## src/rtl/cross_bar_pkg.sv

```systemverilog
// Shared crossbar types: address/data words, command encoding, slave responder state.
package cross_bar_pkg;
  localparam int ADDR_W = 32;
  localparam int DATA_W = 32;
  // Wide enough for WAIT_CYC=15 plus the random extra wait of up to 3
  localparam int WCNT_W = 5;

  typedef logic [ADDR_W-1:0] addr_t;
  typedef logic [DATA_W-1:0] data_t;

  localparam logic CMD_READ  = 1'b0;
  localparam logic CMD_WRITE = 1'b1;

  typedef enum logic [1:0] {RS_IDLE, RS_WAIT, RS_ACK} resp_state_t;
endpackage

```

## src/rtl/cross_bar_lfsr8.sv

```systemverilog
// 8-bit Fibonacci LFSR (x^8+x^6+x^5+x^4+1), seed 8'hA5, steps once per adv.
module cross_bar_lfsr8 (
  input  logic       clk,
  input  logic       areset,
  input  logic       adv,
  output logic [7:0] q
);
  always_ff @(posedge clk or posedge areset) begin
    if (areset)   q <= 8'hA5;
    else if (adv) q <= {q[6:0], q[7] ^ q[5] ^ q[4] ^ q[3]};
  end
endmodule

```

## src/rtl/cross_bar_slave_resp.sv

```systemverilog
// Register-file responder for one crossbar slave port: IDLE -> WAIT -> ACK.
// Define CROSS_BAR_SLAVE_RAND_WAIT_EN to add 0..3 LFSR-driven extra wait states.
module cross_bar_slave_resp
  import cross_bar_pkg::*;
#(
  parameter int DEPTH    = 16,
  parameter int WAIT_CYC = 1,
  parameter int CNT_W    = 16
) (
  input  logic             clk,
  input  logic             areset,
  input  logic             slave_req,
  input  addr_t            slave_addr,
  input  logic             slave_cmd,
  input  data_t            slave_wdata,
  output logic             slave_ack,
  output data_t            slave_rdata,
  output logic [CNT_W-1:0] txn_cnt
);
  localparam int IDX_W = $clog2(DEPTH);

  resp_state_t       state, nxt;
  logic [WCNT_W-1:0] wcnt, wait_ld;
  logic [IDX_W-1:0]  cap_idx, acc_idx;
  logic              cap_cmd, acc_cmd, accept;
  data_t             cap_wdata;
  data_t             mem [DEPTH];

  // Upper address bits are decoded by the crossbar, not here
  logic unused_addr_hi;
  assign unused_addr_hi = ^slave_addr[ADDR_W-1:IDX_W];

  assign accept = (state == RS_IDLE) && slave_req;

`ifdef CROSS_BAR_SLAVE_RAND_WAIT_EN
  logic [7:0] lfsr_q;
  logic       unused_lfsr_hi;
  cross_bar_lfsr8 u_lfsr (.clk(clk), .areset(areset), .adv(accept), .q(lfsr_q));
  assign unused_lfsr_hi = ^lfsr_q[7:2];
  assign wait_ld = WCNT_W'(WAIT_CYC) + {{(WCNT_W-2){1'b0}}, lfsr_q[1:0]};
`else
  assign wait_ld = WCNT_W'(WAIT_CYC);
`endif

  // With zero wait the read happens on the capture edge, so bypass the capture regs
  assign acc_idx = accept ? slave_addr[IDX_W-1:0] : cap_idx;
  assign acc_cmd = accept ? slave_cmd : cap_cmd;

  always_comb begin
    nxt = state;
    case (state)
      RS_IDLE: if (slave_req) nxt = (wait_ld == '0) ? RS_ACK : RS_WAIT;
      RS_WAIT: if (wcnt == WCNT_W'(1)) nxt = RS_ACK;
      RS_ACK:  nxt = RS_IDLE;
      default: nxt = RS_IDLE;
    endcase
  end

  assign slave_ack = (state == RS_ACK);

  always_ff @(posedge clk or posedge areset) begin
    if (areset) begin
      state       <= RS_IDLE;
      wcnt        <= '0;
      cap_idx     <= '0;
      cap_cmd     <= CMD_READ;
      cap_wdata   <= '0;
      slave_rdata <= '0;
      txn_cnt     <= '0;
    end else begin
      state <= nxt;
      if (accept) begin
        cap_idx   <= slave_addr[IDX_W-1:0];
        cap_cmd   <= slave_cmd;
        cap_wdata <= slave_wdata;
        wcnt      <= wait_ld;
      end else if (state == RS_WAIT) begin
        wcnt <= wcnt - WCNT_W'(1);
      end
      if (nxt == RS_ACK && acc_cmd == CMD_READ) slave_rdata <= mem[acc_idx];
      if (state == RS_ACK) txn_cnt <= txn_cnt + CNT_W'(1);
    end
  end

  // Writes commit as the ACK cycle ends, so an abandoned transaction never lands
  always_ff @(posedge clk or posedge areset) begin
    if (areset) begin
      for (int i = 0; i < DEPTH; i++) mem[i] <= '0;
    end else if (state == RS_ACK && cap_cmd == CMD_WRITE) begin
      mem[cap_idx] <= cap_wdata;
    end
  end
endmodule

```

## config.mk

```make
export PLATFORM = sky130hd
export DESIGN_NAME = cross_bar_slave_resp
export DESIGN_NICKNAME = d
export VERILOG_FILES = /design/src/rtl/cross_bar_pkg.sv /design/src/rtl/cross_bar_lfsr8.sv /design/src/rtl/cross_bar_slave_resp.sv
export SDC_FILE = /design/constraint.sdc
export NUM_CORES = 1
export LEC_CHECK = 0
export CAP_MARGIN = 20
export CORE_UTILIZATION = 50
export CTS_BUF_LIST = sky130_fd_sc_hd__clkbuf_8
export DETAILED_ROUTE_END_ITERATION = 16
export GPL_TIMING_DRIVEN = 0
export PLACE_DENSITY_LB_ADDON = 0.08
export SETUP_SLACK_MARGIN = 0.02
export SKIP_LAST_GASP = 1
export SLEW_MARGIN = 0
export SYNTH_ARGS = -nofsm -noshare
export SYNTH_HDL_FRONTEND = slang
export SYNTH_SLANG_ARGS = --single-unit
```

## constraint.sdc

```tcl
create_clock -name clk -period 23.2 [get_ports clk]
set_input_delay 5.8 -clock clk [delete_from_list [all_inputs] [get_ports clk]]
set_output_delay 5.8 -clock clk [all_outputs]
set_load 0.05 [all_outputs]
```

==> impl_metrics.env <==
export IMPL_ys_async_sr_fraction_pct=100
export IMPL_critPathMaxFanout=10
export IMPL_crit_required_ps=23770
export IMPL_rsz0062_at_grt="no"
export IMPL_utilization_pct=57.6
export IMPL_avgSynthCellArea_um2=12.4
export IMPL_track_usage_pct=32.7
export IMPL_crit_arrival_ps=9770
export IMPL_grt_util_met2_pct=48.7
export IMPL_routed_via_density=6.32
export IMPL_die_width_um=243
export IMPL_die_y_um=243
export IMPL_avgRoutedWirePerCell_um=28.5
export IMPL_portBuffers=86
export IMPL_power_density_mw_per_mm2=106
export IMPL_cts_max_path_buffers=3
export IMPL_detail_route_antenna_nets=0
export IMPL_maxSlewHeadroom_pct=20.1
export IMPL_clock_power_share_pct=26.4
export IMPL_drc=0
export IMPL_grt_max_degree=136
export IMPL_clock_sinks=604
export IMPL_ys_ff_latch=604
export IMPL_ctsHoldBuffers=0
export IMPL_synth_warnings=0
export IMPL_synth_edf_count=0
export IMPL_drt_iter0_drc=2211
export IMPL_fin_nets=2628
export IMPL_synth_top_cell_area_share_pct=52.0
export IMPL_seqPwrFrac_pct=38.5
export IMPL_yosys_area_top_type="dfrtp_1"
export IMPL_wl_mm=96.8
export IMPL_p_leak_nw=15.9
export IMPL_grt_pass1_vias=22000
export IMPL_worst_hold_slack_ps=471
export IMPL_critPathCaptureType="register"
export IMPL_antenna_found_initial=2
export IMPL_root_buffer="clkbuf_8"
export IMPL_netlist_instances=2349
export IMPL_final_hold_violation_count=0
export IMPL_setup_viol=0
export IMPL_p_switching_mw=1.44
export IMPL_gr_max_usage_layer="met2"
export IMPL_num_rows=88
export IMPL_post_cts_resized=0
export IMPL_grt_pass1_wl_mm=141
export IMPL_ios=117
export IMPL_numCtsBuffers=105
export IMPL_seq_area_frac_synth_pct=52.0
export IMPL_worstMarginPinSlew_ps=1200
export IMPL_yosys_most_used_dff="dfrtp_1"
export IMPL_clk_pin_slew_ps=60
export IMPL_gp_congestion=0.966
export IMPL_gr_total_overflow=0
export IMPL_drive_gt1_share_pct=28.1
export IMPL_met3_usage_pct=7.74
export IMPL_crit_path_top_delay_cell="mux2i_1"
export IMPL_outcome="complete, no violations"
export IMPL_critical_path_class="in2reg"
export IMPL_fin_crit_sh_pct=39.7
export IMPL_die_area_mm2=0.0591
export IMPL_slew_viol_final=0
export IMPL_synth_area_leaders="dfrtp_1, mux2_2, mux2i_1"
export IMPL_switching_share_pct=40.9
export IMPL_core_mm2=0.0576
export IMPL_p_comb_share_pct=35.1
export IMPL_syn_area_mm2=0.0291
export IMPL_firstDrtPassIters=5
export IMPL_post_cts_buffers=0
export IMPL_routed_via_count=21500
export IMPL_ys_types=46
export IMPL_crit_path_max_incr_delay_ps=870
export IMPL_h_tree_depth=3
export IMPL_synth_nets=2420
export IMPL_crit_chain="clkdlybuf4s50_1, nor3b_1, buf_2, mux2i_1, inv_1, clkbuf_1, a221oi_1, o21ai_0, a221o_1"
export IMPL_startpoint_type="input pin"
export IMPL_final_setup_skew_ps=29.2
export IMPL_hpwl_mm=63.3
export IMPL_p_int_mw=2.08
export IMPL_min_path_type="reg2reg"
export IMPL_initial_core_util_pct=50.5
export IMPL_cap_viol_max_count=0
export IMPL_cts_tree="done"
export IMPL_fin_crit_ps=9200
export IMPL_area_growth_pct=14.0
export IMPL_use_met1_pct=44.4
export IMPL_clock_latency_ps=710
export IMPL_ir_drop_uv=69.5
export IMPL_max_freq_ghz=0.109
[state kept, by name, summed over array words and instances (netlist names)]
signal	cells
cap_idx	4
state	2
cap_cmd	1
mem	512
slave_rdata	32
cap_wdata	32
wcnt	5
txn_cnt	16
[cell usage in the layout, fill, tap and decap left out, types with 72 or more instances in the layout]
cell and count:
mux2i_1 268, o22ai_1 118, clkbuf_8 127, nor2b_1 72, nand2_1 167, a221oi_1 91
clkdlybuf4s50_1 86, dfrtp_1 604, clkbuf_1 118, mux2_2 514, nor3_1 87
[per-stage QoR]
step                      worst slack [ps]  setup TNS [ps]  cell area [µm²]  total power, mW  std cells
final                                14000               0            33200             3.52       3394
after global routing                 14060               0            33200             3.65       3394
after CTS                            14250               0            33000             3.50       3385
after detailed placement             13500               0            31100             2.57       3208
after global placement               -6180        -3680630            30900             2.54       3200
after floorplan                        492               0            29100             2.05       2349
[final timing paths]
kind,from,slack [ps],cells past startpoint,to
worst max-delay path,slave_req,14000,9,slave_rdata[2]
worst min-delay path,txn_cnt[15],470,1,txn_cnt[15]
worst max register to register,state[1],19150,8,slave_rdata[2]
worst min register to register,txn_cnt[15],470,1,txn_cnt[15]
max in group asynchronous,areset,15780,5,txn_cnt[12]
min in group asynchronous,areset,5580,2,mem[111]
[per-layer routing]
metal / routed length, µm / part of all wire (%) / vias up
met5: 0 / 0 / -
met4: 4520 / 4.7 / 0
met3: 7520 / 7.8 / 252
met2: 43200 / 45 / 925
met1: 41600 / 43 / 11200
li1: - / - / 9102
[logic make-up after synthesis]
kind of cell | count (synthesis) | share of synthesized area [%]
and+or+nand+nor | 389 | 6.47
DFF | 604 | 52.0
adders and majority gates | 3 | 0.129
buffers and inverters | 216 | 3.05
AOI/OAI and AO/OA | 329 | 8.04
xor gates and xnor gates | 17 | 0.512
muxes | 791 | 29.8
[layout make-up]
cell class | instances | area [µm²]
antenna | 2 | 5.00
buffer | 209 | 861
clock buffer | 127 | 1750
clock inverter | 50 | 209
fill | 4886 | 24400
inverter | 7 | 33.8
multi-input combinational | 1529 | 13100
sequential | 604 | 15100
tap | 765 | 957
timing repair buffer | 101 | 1140
[cell usage after synthesis (3+ instances only)]
| cell | n |
|---|---|
| clkbuf_1 | 118 |
| nand3b_1 | 5 |
| mux4_2 | 9 |
| nand3_1 | 16 |
| nor2b_1 | 72 |
| inv_1 | 6 |
| a211oi_1 | 10 |
| o21ai_0 | 34 |
| a221oi_1 | 91 |
| a221o_1 | 27 |
| nand2b_1 | 4 |
| nand2_1 | 167 |
| or3_1 | 3 |
| o31ai_1 | 5 |
| buf_1 | 43 |
| o22ai_1 | 118 |
| nor3_1 | 87 |
| mux2i_1 | 268 |
| mux2_2 | 514 |
| dfrtp_1 | 604 |
| buf_4 | 4 |
| a21oi_1 | 35 |
| xnor2_1 | 11 |
| xor2_1 | 6 |
| or3b_2 | 4 |
| nor2_1 | 16 |
| a31o_2 | 5 |
| nand4_1 | 5 |
| buf_2 | 43 |
| ha_1 | 3 |
[power groups by stage]
stage | registers, mW | clock network (mW) | logic [mW]
floorplan | 1.39 | 0 | 0.662
global placement | 1.36 | 0 | 1.18
detailed placement | 1.36 | 0 | 1.21
CTS | 1.35 | 0.942 | 1.21
global route | 1.37 | 0.988 | 1.29
finish | 1.35 | 0.928 | 1.24
[worst max-delay path: cells and delay by family]
family	cells	cell delay, ps
and+or+nand+nor	1	200
buffers and inverters	4	1750
muxes	1	870
AOI/OAI and AO/OA	3	1140
Note: power is estimated with default switching activity, not from simulation.
